[src/rtl/hilo_mac_pkg.sv]
// Shared definitions for the HI/LO multiply / multiply-accumulate sequencer:
// op encodings, sequencer states, datapath widths and op-decode helpers.
package hilo_mac_pkg;

  localparam int REG_W  = 32;
  localparam int DREG_W = 64;

  // Op codes presented on op_i; 3'd6 and 3'd7 are unassigned.
  localparam logic [2:0] MAC_MULT  = 3'd0;
  localparam logic [2:0] MAC_MULTU = 3'd1;
  localparam logic [2:0] MAC_MADD  = 3'd2;
  localparam logic [2:0] MAC_MADDU = 3'd3;
  localparam logic [2:0] MAC_MSUB  = 3'd4;
  localparam logic [2:0] MAC_MSUBU = 3'd5;

  typedef enum logic [1:0] {
    IDLE = 2'd0,
    MUL  = 2'd1,
    ACC  = 2'd2,
    DONE = 2'd3
  } state_e;

  function automatic logic op_valid(input logic [2:0] op);
    return (op <= MAC_MSUBU);
  endfunction

  function automatic logic op_signed(input logic [2:0] op);
    return (op == MAC_MULT) || (op == MAC_MADD) || (op == MAC_MSUB);
  endfunction

  function automatic logic op_acc(input logic [2:0] op);
    return (op == MAC_MADD) || (op == MAC_MADDU) || (op == MAC_MSUB) || (op == MAC_MSUBU);
  endfunction

  function automatic logic op_sub(input logic [2:0] op);
    return (op == MAC_MSUB) || (op == MAC_MSUBU);
  endfunction

endpackage

[src/rtl/hilo_mac_mul_pipe.sv]
// Unsigned 32x32->64 multiplier, MUL_STAGES register stages deep.
// Stage 0 registers the full product; the remaining stages only delay it,
// leaving retiming free to spread the multiplier across them.
module mul_pipe
  import hilo_mac_pkg::*;
#(
  parameter int MUL_STAGES = 2
) (
  input  logic              clk,
  input  logic              rst,
  input  logic              clr,
  input  logic              vld_in,
  input  logic [REG_W-1:0]  a,
  input  logic [REG_W-1:0]  b,
  output logic              vld_out,
  output logic [DREG_W-1:0] p
);

  logic [DREG_W-1:0]   prod_p [MUL_STAGES];
  logic [MUL_STAGES-1:0] vld_p;

  // Product and valid shift register; clr drops every in-flight valid.
  always_ff @(posedge clk) begin
    if (!rst) begin
      vld_p <= '0;
      for (int i = 0; i < MUL_STAGES; i++) prod_p[i] <= '0;
    end else begin
      vld_p[0]  <= vld_in && !clr;
      prod_p[0] <= {{(DREG_W-REG_W){1'b0}}, a} * {{(DREG_W-REG_W){1'b0}}, b};
      for (int i = 1; i < MUL_STAGES; i++) begin
        vld_p[i]  <= vld_p[i-1] && !clr;
        prod_p[i] <= prod_p[i-1];
      end
    end
  end

  assign vld_out = vld_p[MUL_STAGES-1];
  assign p       = prod_p[MUL_STAGES-1];

endmodule

[src/rtl/hilo_mac_seq.sv]
// EX-stage sequencer for MULT/MULTU/MADD/MADDU/MSUB/MSUBU.
// Feeds operand magnitudes to mul_pipe, restores the sign, accumulates into
// the forwarded HI/LO value and stalls EX until the result sits in DONE.
// DONE is held under hold_i so an accumulate is never applied twice.
// Optional build macro: HILO_MAC_ZERO_SKIP_EN (bypass the multiplier when
// either operand is zero; results are identical, only latency changes).
module hilo_mac_seq
  import hilo_mac_pkg::*;
#(
  parameter int MUL_STAGES = 2
) (
  input  logic              clk,
  input  logic              rst,
  input  logic              start_i,
  input  logic [2:0]        op_i,
  input  logic [REG_W-1:0]  opa_i,
  input  logic [REG_W-1:0]  opb_i,
  input  logic [DREG_W-1:0] hilo_i,
  input  logic              hold_i,
  input  logic              flush_i,
  output logic              stallreq_o,
  output logic              whilo_o,
  output logic [REG_W-1:0]  hi_o,
  output logic [REG_W-1:0]  lo_o,
  output logic              busy_o
);

  localparam logic [2:0] LAST_CNT = 3'(MUL_STAGES - 1);

  state_e            state, state_nx;
  logic [2:0]        cnt;
  logic [2:0]        op_q;
  logic              neg_q;
  logic [DREG_W-1:0] prod_q;
  logic [DREG_W-1:0] result_q;

  logic              accept;
  logic              zero_skip;
  logic              neg_nx;
  logic [REG_W-1:0]  mag_a, mag_b;
  logic              mul_vld;
  logic [DREG_W-1:0] mul_p;
  logic              mul_last;

  // Two's-complement magnitude; 0x80000000 maps to 2^31 unsigned.
  function automatic logic [REG_W-1:0] magnitude(input logic [REG_W-1:0] x, input logic sgn);
    return (sgn && x[REG_W-1]) ? (~x + 1'b1) : x;
  endfunction

  // Conditional 64-bit negation used for both sign restore and subtract.
  function automatic logic [DREG_W-1:0] fix_sign(input logic [DREG_W-1:0] x, input logic neg);
    return neg ? (~x + 1'b1) : x;
  endfunction

  assign accept = (state == IDLE) && start_i && !flush_i && op_valid(op_i);
`ifdef HILO_MAC_ZERO_SKIP_EN
  assign zero_skip = (opa_i == '0) || (opb_i == '0);
`else
  assign zero_skip = 1'b0;
`endif
  // Product sign flips for differing signed operands, and once more for MSUB*.
  assign neg_nx = (op_signed(op_i) && (opa_i[REG_W-1] ^ opb_i[REG_W-1])) ^ op_sub(op_i);
  assign mag_a  = magnitude(opa_i, op_signed(op_i));
  assign mag_b  = magnitude(opb_i, op_signed(op_i));

  mul_pipe #(
    .MUL_STAGES (MUL_STAGES)
  ) u_mul (
    .clk     (clk),
    .rst     (rst),
    .clr     (flush_i),
    .vld_in  (accept && !zero_skip),
    .a       (mag_a),
    .b       (mag_b),
    .vld_out (mul_vld),
    .p       (mul_p)
  );

  assign mul_last = (state == MUL) && (cnt == LAST_CNT) && mul_vld;

  // State, capture and result registers.
  always_ff @(posedge clk) begin
    if (!rst) begin
      state    <= IDLE;
      cnt      <= '0;
      op_q     <= '0;
      neg_q    <= 1'b0;
      prod_q   <= '0;
      result_q <= '0;
    end else begin
      state <= state_nx;
      cnt   <= (state == MUL) ? cnt + 3'd1 : 3'd0;
      case (state)
        IDLE: begin
          if (accept) begin
            op_q  <= op_i;
            neg_q <= neg_nx;
            if (zero_skip) begin
              prod_q   <= '0;
              result_q <= '0;
            end
          end
        end
        MUL: begin
          if (mul_last) begin
            prod_q   <= fix_sign(mul_p, neg_q);
            result_q <= fix_sign(mul_p, neg_q);
          end
        end
        ACC:     result_q <= hilo_i + prod_q;
        default: ;
      endcase
    end
  end

  // Next state and outputs; flush and reset override the state decode.
  always_comb begin
    state_nx   = state;
    stallreq_o = 1'b0;
    whilo_o    = 1'b0;
    hi_o       = '0;
    lo_o       = '0;
    case (state)
      IDLE: begin
        stallreq_o = accept;
        if (accept) begin
          if (zero_skip) state_nx = op_acc(op_i) ? ACC : DONE;
          else           state_nx = MUL;
        end
      end
      MUL: begin
        stallreq_o = 1'b1;
        if (mul_last) state_nx = op_acc(op_q) ? ACC : DONE;
      end
      ACC: begin
        stallreq_o = 1'b1;
        state_nx   = DONE;
      end
      DONE: begin
        whilo_o = 1'b1;
        hi_o    = result_q[DREG_W-1:REG_W];
        lo_o    = result_q[REG_W-1:0];
        if (!hold_i) state_nx = IDLE;
      end
      default: state_nx = IDLE;
    endcase
    if (flush_i) begin
      state_nx   = IDLE;
      stallreq_o = 1'b0;
      whilo_o    = 1'b0;
    end
    if (!rst) begin
      stallreq_o = 1'b0;
      whilo_o    = 1'b0;
      hi_o       = '0;
      lo_o       = '0;
    end
  end

  assign busy_o = (state != IDLE);

endmodule

[config.mk]
export PLATFORM = sky130hd
export DESIGN_NAME = hilo_mac_seq
export DESIGN_NICKNAME = d
export VERILOG_FILES = /design/src/rtl/hilo_mac_pkg.sv /design/src/rtl/hilo_mac_mul_pipe.sv /design/src/rtl/hilo_mac_seq.sv
export SDC_FILE = /design/constraint.sdc
export NUM_CORES = 2
export LEC_CHECK = 0
export ABC_AREA = 1
export BUFFER_PORTS_ARGS = -buffer_cell sky130_fd_sc_hd__buf_2
export CORE_ASPECT_RATIO = 0.9
export CORE_UTILIZATION = 45
export CTS_CLUSTER_DIAMETER = 40
export CTS_CLUSTER_SIZE = 10
export DETAILED_ROUTE_END_ITERATION = 16
export PLACE_DENSITY = 0.65
export SYNTH_ARGS = -nofsm -noshare
export SYNTH_HDL_FRONTEND = slang
export SYNTH_SLANG_ARGS = --single-unit
[constraint.sdc]
create_clock -name clk -period 8.9 [get_ports clk]
set_input_delay 0.89 -clock clk [delete_from_list [all_inputs] [get_ports clk]]
set_output_delay 0.89 -clock clk [all_outputs]
set_load 0.005 [all_outputs]
==> summary.md <==
| Metric | Value |
|---|---|
| Crit path kind | `primary input to flip-flop` |
| Antenna violations before repair | `15` |
| Synth warnings | `0` |
| Worst Setup Start Kind | `primary input` |
| Max-slew violations | `0` |
| Resized Gates After CTS | `0` |
| Yosys cell types | `55` |
| Port bufs | `202` |
| Setup crit end | `u_mul.prod_p[0][44]` |
| DRC | `0` |
| Sink Count | `266` |
| Unrepaired setup endpoints after global routing | `false` |
| Crit path from | `op_i[2]` |
| Syn avg cell area | `7.02 um2` |
| Routability cong. | `1.05` |
| Post-DRT Antenna Nets | `0` |
| Status | `finished, final reports clean` |
| Initial DRC count | `5227` |
| Crit path DAT | `8.94 ns` |
| Post-detail-place hpwl | `169000 um` |
| Top cell type by total area after synthesis | `fa_1` |
| Worst Max-Slew Pin Slew | `1.07 ns` |
| Buffer and inverter count on the worst path | `13` |
| Data required, critical path | `9.34 ns` |
| Number of synthesized register bits | `266` |
| Crit. End Element | `flip-flop` |
| Post-CTS setup buffers | `0` |
| Drt via density | `5.26` |
| R2R Path Start | `state[1]` |
| Worst-case clock buffer depth | `3` |
| Top_reg_cell synth | `dfxtp_1` |
| Rows | `118` |
| RR Endpoint | `result_q[31]` |
| Crit-path max FO | `9` |
| Post-synth EDFFs | `0` |
| Core box area | `116000 um2` |
| Global-route wire length before repair | `301000 um` |
| Layout cells sized above 1 | `9.76%` |
| CTS tree | `built` |
| Initial core utilization | `45.7%` |
| Final setup vio count | `0` |
| Period utilization | `95.5%` |
| Clock Latency Late Sink | `0.57 ns` |
| Drt first pass iters | `6` |
| Drt total wl | `197000 um` |
| Post-layout minimum cycle time | `8.50 ns` |
| Stages on worst setup path | `39` |
| Routed vias | `49743` |
| Die area | `119000 um2` |
| Chip height | `327 um` |
| Synthesized Nets | `8883` |
| Relative slew slack | `28.8%` |
| CP max stage delay | `0.57 ns` |
| Synth top area share | `34.0%` |
| Hold Path Class | `flip-flop to flip-flop` |
| Total CTS buffers | `40` |
| Nets | `9250` |
| Reg clk slew, reported paths | `0.06 ns` |
| Most common cell after layout, fill and taps aside | `nand2_1` |
| Final hold violations | `0` |
| GRT Overall Usage | `33.7%` |
| # diodes | `0` |
| Worst Skew | `0.0399 ns` |
| Maximum clock frequency | `118 MHz` |
| Slowest cell on the critical path | `inv_1` |
| Fin util | `51.4%` |
| Async SR Flop Fraction | `0%` |
| Kind of cell adding the most delay to the critical path | `adder cells` |
| Clk root buf | `clkbuf_16` |
| Synth top area cells | `fa_1 (34%), nand2_1 (13%), inv_1 (12%)` |
| Die X | `363 um` |
| H-tree lvl count | `2` |
| # Max-Cap Violations | `0` |
| Area grow syn2layout | `12.6%` |
| Sequential share of the synthesized area | `10.1%` |
| Synthesized cell area | `52800 um2` |
| R2r setup slk | `5.77 ns` |
| Pin count of the biggest net entering global routing | `82` |
| Hold buffer count at CTS | `0` |
| Post-Synthesis Cells | `7515` |
| R2r worst-path depth | `10` |
| Post-DR wirelength/cell | `20.8 um` |
| I/O pin cnt | `203` |
| Overall overflow remaining after global route | `0` |
| Most frequent cells in the layout | `nand2_1 (1856), inv_1 (1703), nor2_1 (1018)` |
| Vias in the first global route | `49962` |
[tightest hold or removal path, cell delays in order, from the launching register on]
cell	delay [ns]
dfxtp_1	0.30
nand2_1	0.05
inv_1	0.05
[Yosys cell counts, types with 21 or more instances]
cell / n
nand4_1: 50
dfxtp_1: 266
nand3_1: 334
inv_2: 34
clkbuf_1: 130
a21oi_1: 204
buf_2: 104
o211ai_1: 59
nor2_2: 24
ha_1: 335
inv_1: 1704
o21ai_0: 183
xor2_1: 49
nand2_1: 1856
o21bai_1: 21
xnor2_1: 34
nor3_1: 44
fa_1: 897
nor2_1: 1018
[cell type report]
class                   count  area [um2]
well taps                1560        1950
clock inverters            19         230
inverters                1743        6540
fillers                 11654       56200
multi-input cells        5250       39800
clock buffers              44        1040
flip-flops and latches    266        5330
repair buffers            581        4540
[worst min path at each step]
stage	start	cells past startpoint	slack [ns]	to
final	u_mul.prod_p[0][31]	2	0.41	u_mul.prod_p[0][95]
after global routing	u_mul.prod_p[0][6]	2	0.43	u_mul.prod_p[0][70]
after CTS	u_mul.prod_p[0][31]	2	0.41	u_mul.prod_p[0][95]
after detailed placement	u_mul.prod_p[0][16]	2	0.40	u_mul.prod_p[0][80]
after global placement	u_mul.prod_p[0][23]	2	0.40	u_mul.prod_p[0][87]
after floorplan	u_mul.prod_p[0][36]	2	0.39	u_mul.prod_p[0][100]
[flip-flops by register name (all words and copies together) (netlist names)]
register,cells
cnt,3
prod_q,64
u_mul.prod_p,128
state,2
result_q,64
neg_q,1
u_mul.vld_p,2
op_q,2
[per-layer routing]
| metal | part of all wire [%] | GRT usage, % |
|---|---|---|
| met4 | 3.4 | 9.55 |
| met5 | 0.040 | 0 |
| met1 | 44 | 48.7 |
| met2 | 41 | 48.8 |
| met3 | 11 | 9.76 |
[metrics by stage]
step	hold WS (ns)	setup TNS, ns	area (um2)	instances	worst slack [ns]
after floorplan	0.390	0	52800	7515	0.594
after global placement	0.396	-0.126	58100	9400	-0.0507
after detailed placement	0.401	-0.0835	58100	9400	-0.0390
after CTS	0.409	0	59400	9463	0.506
after global routing	0.430	0	59400	9463	0.0689
final	0.407	0	59400	9463	0.398
[logic make-up (layout without fill, tap and decap cells)]
| logic type | Yosys count | in the layout | synth area share, % |
|---|---|---|---|
| xor gates and xnor gates | 91 | 91 | 1.62 |
| AOI/OAI and AO/OA | 527 | 527 | 5.65 |
| DFF | 266 | 266 | 10.1 |
| buffers and inverters | 1999 | 2387 | 14.6 |
| and+or+nand+nor | 3400 | 3400 | 26.1 |
| adders and majority gates | 1232 | 1232 | 42.0 |
Power is not shown: default switching activity piles up to over one toggle a cycle in this logic, so the estimate is an artifact.
